### config.mk
export PLATFORM = sky130hd
export DESIGN_NAME = ttl_74259_sync_flat
export DESIGN_NICKNAME = d
export VERILOG_FILES = /design/src/rtl/ttl_74259_sync_if.sv /design/src/rtl/ttl_74259_sync.sv /design/src/flat_wrapper.sv
export SDC_FILE = /design/constraint.sdc
export NUM_CORES = 1
export LEC_CHECK = 0
export ABC_AREA = 1
export BUFFER_PORTS_ARGS = -buffer_cell sky130_fd_sc_hd__clkbuf_2
export CORE_AREA = 2 2 39 41
export CTS_BUF_LIST = sky130_fd_sc_hd__clkbuf_8
export DETAILED_ROUTE_END_ITERATION = 8
export DIE_AREA = 0 0 41 43
export PLACE_DENSITY_LB_ADDON = 0.05
export SLEW_MARGIN = 20
export SYNTH_ARGS = -nofsm -noshare
export SYNTH_HDL_FRONTEND = slang
export SYNTH_SLANG_ARGS = --single-unit --ignore-timing --ignore-initial --compat-mode --unroll-limit 50000
export TNS_END_PERCENT = 50
### constraint.sdc
create_clock -name clk_i -period 0.8 [get_ports clk_i]
set_input_delay 0.08 -clock clk_i [delete_from_list [all_inputs] [get_ports clk_i]]
set_output_delay 0.08 -clock clk_i [all_outputs]
set_load 0.02 [all_outputs]
### src/rtl/ttl_74259_sync_if.sv
// Bus bundle for the ttl_74259_sync addressable latch; the Auto/Count
// signals exist only when TTL_74259_AUTOINC_EN is defined.
interface ttl_74259_sync_if #(
  parameter int BLOCKS       = 2,
  parameter int WIDTH_OUT    = 4,
  parameter int WIDTH_SELECT = (WIDTH_OUT > 1) ? $clog2(WIDTH_OUT) : 1
);
  logic [BLOCKS-1:0]           enable_bar;
  logic [BLOCKS-1:0]           clear_bar;
  logic [WIDTH_SELECT-1:0]     select;
  logic [BLOCKS-1:0]           d;
  logic [BLOCKS*WIDTH_OUT-1:0] q;
`ifdef TTL_74259_AUTOINC_EN
  logic                        auto;
  logic [WIDTH_SELECT-1:0]     count;
`endif

  modport master (
    output enable_bar, clear_bar, select, d,
`ifdef TTL_74259_AUTOINC_EN
    output auto,
    input  count,
`endif
    input  q
  );

  modport slave (
    input  enable_bar, clear_bar, select, d,
`ifdef TTL_74259_AUTOINC_EN
    input  auto,
    output count,
`endif
    output q
  );
endinterface

### src/rtl/ttl_74259_sync.sv
// Clocked 74259-style dual addressable latch / demultiplexer with HOLD, LATCH,
// DEMUX and CLEAR modes per block. Optional address auto-increment: TTL_74259_AUTOINC_EN.
module ttl_74259_sync #(
  parameter int BLOCKS       = 2,
  parameter int WIDTH_OUT    = 4,
  parameter int WIDTH_SELECT = (WIDTH_OUT > 1) ? $clog2(WIDTH_OUT) : 1,
  parameter int DELAY_RISE   = 0,
  parameter int DELAY_FALL   = 0
) (
  input  logic                  clk_i,
  input  logic                  reset_i,
  ttl_74259_sync_if.slave       bus_if
);
  localparam int NQ = BLOCKS * WIDTH_OUT;

  logic [NQ-1:0]           q_q;
  logic [NQ-1:0]           q_d;
  logic [WIDTH_SELECT-1:0] sel_eff;

`ifdef TTL_74259_AUTOINC_EN
  logic [WIDTH_SELECT-1:0] count_q;
  logic [WIDTH_SELECT-1:0] count_d;
  logic                    step;

  // Any block with Enable_bar low is writing (LATCH or DEMUX), so the address advances.
  assign step    = bus_if.auto & ~(&bus_if.enable_bar);
  assign sel_eff = bus_if.auto ? count_q : bus_if.select;
  assign count_d = !step ? count_q :
                   (count_q == WIDTH_SELECT'(WIDTH_OUT - 1)) ? '0 : count_q + 1'b1;
  assign bus_if.count = count_q;
`else
  assign sel_eff = bus_if.select;
`endif

  // An out-of-range select matches no bit: LATCH writes nothing, DEMUX clears the block.
  always_comb begin
    q_d = q_q;
    for (int b = 0; b < BLOCKS; b++) begin
      for (int j = 0; j < WIDTH_OUT; j++) begin
        case ({bus_if.clear_bar[b], bus_if.enable_bar[b]})
          2'b10: if (sel_eff == WIDTH_SELECT'(j)) q_d[b*WIDTH_OUT + j] = bus_if.d[b];
          2'b00: q_d[b*WIDTH_OUT + j] = (sel_eff == WIDTH_SELECT'(j)) ? bus_if.d[b] : 1'b0;
          2'b01: q_d[b*WIDTH_OUT + j] = 1'b0;
          default: ;
        endcase
      end
    end
  end

  always_ff @(posedge clk_i) begin
    if (reset_i) begin
      q_q <= '0;
`ifdef TTL_74259_AUTOINC_EN
      count_q <= '0;
`endif
    end else begin
      q_q <= q_d;
`ifdef TTL_74259_AUTOINC_EN
      count_q <= count_d;
`endif
    end
  end

  assign #(DELAY_RISE, DELAY_FALL) bus_if.q = q_q;
endmodule

### src/flat_wrapper.sv
// flat-port wrapper written by rule: the top's interface ports become plain ports
module ttl_74259_sync_flat 
#(
  parameter int BLOCKS       = 2,
  parameter int WIDTH_OUT    = 4,
  parameter int WIDTH_SELECT = (WIDTH_OUT > 1) ? $clog2(WIDTH_OUT) : 1,
  parameter int DELAY_RISE   = 0,
  parameter int DELAY_FALL   = 0
)
  (clk_i, reset_i, bus_if_enable_bar, bus_if_clear_bar, bus_if_select, bus_if_d, bus_if_q);
  ttl_74259_sync_if #(.BLOCKS(BLOCKS), .WIDTH_OUT(WIDTH_OUT), .WIDTH_SELECT(WIDTH_SELECT)) bus_if_i ();
  input  logic clk_i;
  input  logic reset_i;
  input wire logic [$bits(bus_if_i.enable_bar)-1:0] bus_if_enable_bar;
  input wire logic [$bits(bus_if_i.clear_bar)-1:0] bus_if_clear_bar;
  input wire logic [$bits(bus_if_i.select)-1:0] bus_if_select;
  input wire logic [$bits(bus_if_i.d)-1:0] bus_if_d;
  output wire logic [$bits(bus_if_i.q)-1:0] bus_if_q;
  assign bus_if_i.enable_bar = bus_if_enable_bar;
  assign bus_if_i.clear_bar = bus_if_clear_bar;
  assign bus_if_i.select = bus_if_select;
  assign bus_if_i.d = bus_if_d;
  assign bus_if_q = bus_if_i.q;
  ttl_74259_sync #(.BLOCKS(BLOCKS), .WIDTH_OUT(WIDTH_OUT), .WIDTH_SELECT(WIDTH_SELECT), .DELAY_RISE(DELAY_RISE), .DELAY_FALL(DELAY_FALL)) u_core (.clk_i(clk_i), .reset_i(reset_i), .bus_if(bus_if_i));
endmodule
==> metrics, run 1 <==
Post-Route WL=between 800 and 900 um; vias in the first global route=362; Wirelength per Cell=9.08 um; post-synthesis register bit count=8; H-tree Lvls=1; Largest register FFs=8; Max VDD drop=0.807 mV; CP Buf/Inv Count=1; IO Pins=18; area of the core=1380 um2; initial antenna violation count=0; row count=14; CP Launch Point=u_core.bus_if.q[6]$_SDFFE_PP0P_; Worst Path Arrival=0.69 ns; grt met2 use=0.172; sequential area share after synthesis=0.422; post-synthesis cell type count=10; outcome=completed; P_int=0.807 mW; # clock sinks=8; # DRC=0; routability cong.=between 0.6 and 0.7; Clock Tree Buf Depth=2; share of cells above drive strength 1=0.316; Inserted Clock Buffers=3; final setup fails=0; Routed Antenna Nets=0; Post-DP Area=484 um2; clock network power share=0.461; CP required=0.72 ns; Final nets=91; P per Cell Area=about 1800 nW/um2; die area=1760 um2; global route hottest layer=met2; switching share of power=0.240; Antenna Cells=0; fmax=around 1.3 GHz; slowest cell on the critical path=dfxtp_2; via/cell ratio=4.28; HP Start=bus_if_enable_bar[0]; r2r startpoint=u_core.bus_if.q[4]$_SDFFE_PP0P_; Clock Skew=0 ns; element type at the critical path start=flip-flop; Slew Limit Fails=0; Initial Utilization=0.274; max cap viols=0; crit path max fanout=2; total power=1.06 mW; fin crit period=approximately 0.77 ns; worst path cell trace=clkbuf_8; design area=577 um2; global-route met1 utilization=0.139; relative slew slack=0.840; Syn Inst Count=59; synthesis-to-finish area growth=52.1%; Final period util=0.957; global route overflow=0; Die Span X=around 41 um; delay-heaviest family, CP=flip-flops; cts hold-fix bufs=0; CP Capture Type=output port; GR Util met3=0.0314; Total GRT Usage=0.123; Synth Area per Inst=~6.4 um2; CTS root buffer=clkbuf_8; first-pass GRT wire length=1390 um; CTS tree=yes; combinational power share=0.139; slew at the pin closest to its max-slew limit=0.239 ns; Crit Path Class=flip-flop to output port; setup slack after layout=0.0341 ns; Detailed Routing Iterations Pass 1=2; HPWL Detailed=702 um; DR iter-0 viols=3; Sw Pwr=0.255 mW; Sum Neg Setup Slack=0 ns; slowest stage delay, CP=0.32 ns; final hold slack=0.138 ns; I/O Buffers=17; largest net degree at the start of global routing=9; yosys warns=0; syn_nets=about 70; hold violation count in the final report=0; DP Worst Slack=between 0.04 and 0.05 ns; Clock Latency Late Sink=0.22 ns; via count=407; CTS clock-pin slew for the worst setup and hold paths=around 0.04 ns; Seq pwr share=0.400; cell area after synthesis=379 um2; Die Height=around 43 um; Leak Pwr=0.301 nW; Hold/Removal Path Class=primary input to flip-flop
==> stage by stage <==
step / instances / utilization
3_3_place_gp: 92 / 0.350
5_1_grt: 95 / 0.417
3_5_place_dp: 92 / 0.350
4_1_cts: 95 / 0.399
6_report: 95 / 0.417
2_1_floorplan: 59 / -
==> synthesized netlist by cell type <==
master	number	area, um2
nand2_1	20	75.1
nor2_1	13	48.8
dfxtp_1	8	160
inv_1	5	18.8
nand3_1	4	20.0
a21boi_0	2	15.0
nand3b_1	2	15.0
nor3_1	2	10.0
o21ai_1	2	10.0
nand2_2	1	6.26
==> path summary, 6_finish.rpt <==
kind	to	slack [ns]	cells after the start
setup / recovery	bus_if_q[6]	0.03	1
hold / removal	u_core.bus_if.q[3]$_SDFFE_PP0P_	0.14	4
setup reg to reg	u_core.bus_if.q[4]$_SDFFE_PP0P_	0.10	3
hold reg to reg	u_core.bus_if.q[1]$_SDFFE_PP0P_	0.52	4
==> cell usage in the layout, fill, tap and decap left out, types with 2 or more instances in the layout <==
cell type,instances
clkbuf_8,6
nand2_1,20
buf_4,3
nand3b_1,2
nor3_1,2
clkbuf_2,9
buf_6,2
a21boi_0,2
nor2_1,13
dfxtp_1,4
o21ai_1,2
dfxtp_2,4
inv_1,5
nand3_1,4
==> power groups by stage <==
| stage | logic [mW] | registers, mW | clock network, mW |
|---|---|---|---|
| finish | 0.147 | 0.425 | 0.489 |
| detailed placement | 0.134 | 0.429 | 0 |
| global route | 0.166 | 0.426 | 0.529 |
| CTS | 0.143 | 0.423 | 0.511 |
| floorplan | 0.0530 | 0.448 | 0 |
| global placement | 0.134 | 0.429 | 0 |
==> kinds of logic after synthesis <==
family,after synthesis,synth area share
AO/OA/AOI/OAI,4,0.0660
flip-flops,8,0.422
AND/OR/NAND/NOR,42,0.462
buffers and inverters,5,0.0495
==> area by class of cell <==
class / instances / area, um2
fillers: 155 / 807
multi-input cells: 46 / 200
flip-flops and latches: 8 / 165
repair buffers: 17 / 131
clock buffers: 3 / 41.3
well taps: 16 / 20.0
inverters: 5 / 18.8
==> worst reg2reg max path, stage by stage (launching register included) <==
cell      delay (ns)
dfxtp_1         0.31
nand2_1         0.05
a21boi_0        0.16
nor2_1          0.07
==> what timing repair did <==
item,CTS,global route
gates resized for setup,6,16
setup buffers,0,0
setup endpoints to repair,3,8
pin swaps,0,0
==> metal layers <==
metal	wire [um]	vias to the layer above	share of wire
met5	0	-	0
met4	10	0	0.012
met3	47	2	0.054
met2	421	10	0.49
met1	383	170	0.44
li1	-	225	-
Note: power is estimated with default switching activity, not from simulation.
==> inputs of run 2 (changes only) <==
- PLACE_DENSITY: default -> 0.62
- PLACE_DENSITY_LB_ADDON: 0.05 -> default
==> metrics, run 2 (synthesized netlist as in run 1, its figures left out) <==
outcome=completed; crit path max fanout=2; worst path cell trace=clkbuf_8; largest net degree at the start of global routing=9; slew at the pin closest to its max-slew limit=0.236 ns; synthesis-to-finish area growth=55.1%; met1 WL=436 um; register area=between 150 and 200 um2; CP Buf/Inv Count=1; Largest register FFs=8; Clock Latency Late Sink=0.22 ns; # clock sinks=8; Antenna Cells=0; delay-heaviest family, CP=flip-flops; relative slew slack=0.842; share of cells above drive strength 1=0.329; DR iter-0 viols=6; Post-Route WL=885 um; die area=1760 um2; Hold/Removal Path Class=primary input to flip-flop; Sum Neg Setup Slack=0 ns; H-tree Lvls=1; element type at the critical path start=flip-flop; most frequent cells in the layout=nand2_1, nor2_1, clkbuf_2; area of the core=approximately 1400 um2; HPWL Detailed=657 um; CTS tree=yes; Sw Pwr=approximately 0.25 mW; Slew Limit Fails=0; Detailed Routing Iterations Pass 1=5; Seq pwr share=0.405; design area=588 um2; global route overflow=0; Routed Antenna Nets=0; Inserted Clock Buffers=3; Die Span X=approximately 41 um; slowest cell on the critical path=dfxtp_2; P per Cell Area=between 1500 and 2000 nW/um2; Worst Path Arrival=0.69 ns; Final nets=91; Post-DP Area=~480 um2; via count=411; CTS root buffer=clkbuf_8; initial antenna violation count=0; CP required=between 0.7 and 0.8 ns; Final period util=0.964; routed wl met2=340 um; CP Capture Type=output port; final setup fails=0; area of the multi-input gates=200 um2; max cap viols=0; Initial Utilization=0.274; switching share of power=0.233; combinational power share=0.144; slowest stage delay, CP=around 0.33 ns; Die Height=43 um; R2R Setup Slk=0.09 ns; fmax=about 1.3 GHz; fillcell total=approximately 150; # DRC=0; P_int=0.809 mW; most common cell after layout, fill and taps aside=nand2_1; Wirelength per Cell=9.32 um; clock network power share=0.452; CTS clock-pin slew for the worst setup and hold paths=0.04 ns; hold violation count in the final report=0; row count=14; Clock Skew=0 ns; via/cell ratio=~4.3; Total GRT Usage=0.118; RSZ-0062 raised after global routing=false; IO Pins=18; met3 wire length=~85 um; Crit Path Class=flip-flop to output port; Clock Tree Buf Depth=2; Leak Pwr=0.304 nW; first-pass GRT wire length=1330 um; routability cong.=0.676; top routing layer in use=met4; fin crit period=roughly 0.77 ns; cts hold-fix bufs=0; I/O Buffers=17; Max VDD drop=roughly 0.77 mV; vias in the first global route=around 340
run 2: cell types whose count changed in the layout (fill, tap and decap cells not counted):
cell and delta:
buf_4 -2, buf_6 +1, clkbuf_8 +1, dfxtp_1 -1, dfxtp_2 +1
run 2: repair_timing:
item	CTS	global route
cloned	0	0
endpoints found under the setup margin	5	7
resized for setup	10	14
buffers inserted	0	0
run 2: area by class of cell:
cell class / count / area share
multi-input combinational: 46 / 0.340
sequential: 8 / 0.283
timing repair buffer: 17 / 0.240
clock buffer: 3 / 0.0702
tap: 16 / 0.0340
inverter: 5 / 0.0319
run 2: path summary, 6_finish.rpt:
check | startpoint | endpoint | depth (start not counted)
setup reg to reg | u_core.bus_if.q[4]$_SDFFE_PP0P_ | u_core.bus_if.q[4]$_SDFFE_PP0P_ | 3
setup / recovery | u_core.bus_if.q[4]$_SDFFE_PP0P_ | bus_if_q[4] | 1
hold / removal | bus_if_enable_bar[0] | u_core.bus_if.q[3]$_SDFFE_PP0P_ | 3
hold reg to reg | u_core.bus_if.q[1]$_SDFFE_PP0P_ | u_core.bus_if.q[1]$_SDFFE_PP0P_ | 4
run 2: metrics by stage:
stage               std cells  total power, mW  utilization  setup slack (ns)  hold slack, ns
floorplan                  59            0.501            -            0.0517           0.215
global placement           92            0.562        0.350            0.0872           0.353
detailed placement         92            0.563        0.350            0.0538           0.355
CTS                        95             1.07        0.408           0.00126           0.120
global route               95             1.12        0.425           0.00236           0.128
finish                     95             1.06        0.425            0.0290           0.120
run 2: power groups by stage:
stage                     clock network, mW  logic, mW  registers [mW]
after floorplan                           0     0.0530           0.448
after global placement                    0      0.133           0.429
after detailed placement                  0      0.134           0.429
after CTS                             0.496      0.146           0.424
after global routing                  0.521      0.170           0.428
final                                 0.477      0.152           0.427
run 2: metal layers:
layer / vias to the layer above / track usage
met1: 163 / 0.148
li1: 226 / -
met2: 19 / 0.156
met4: 0 / 0.0800
met5: - / 0
met3: 3 / 0.0471
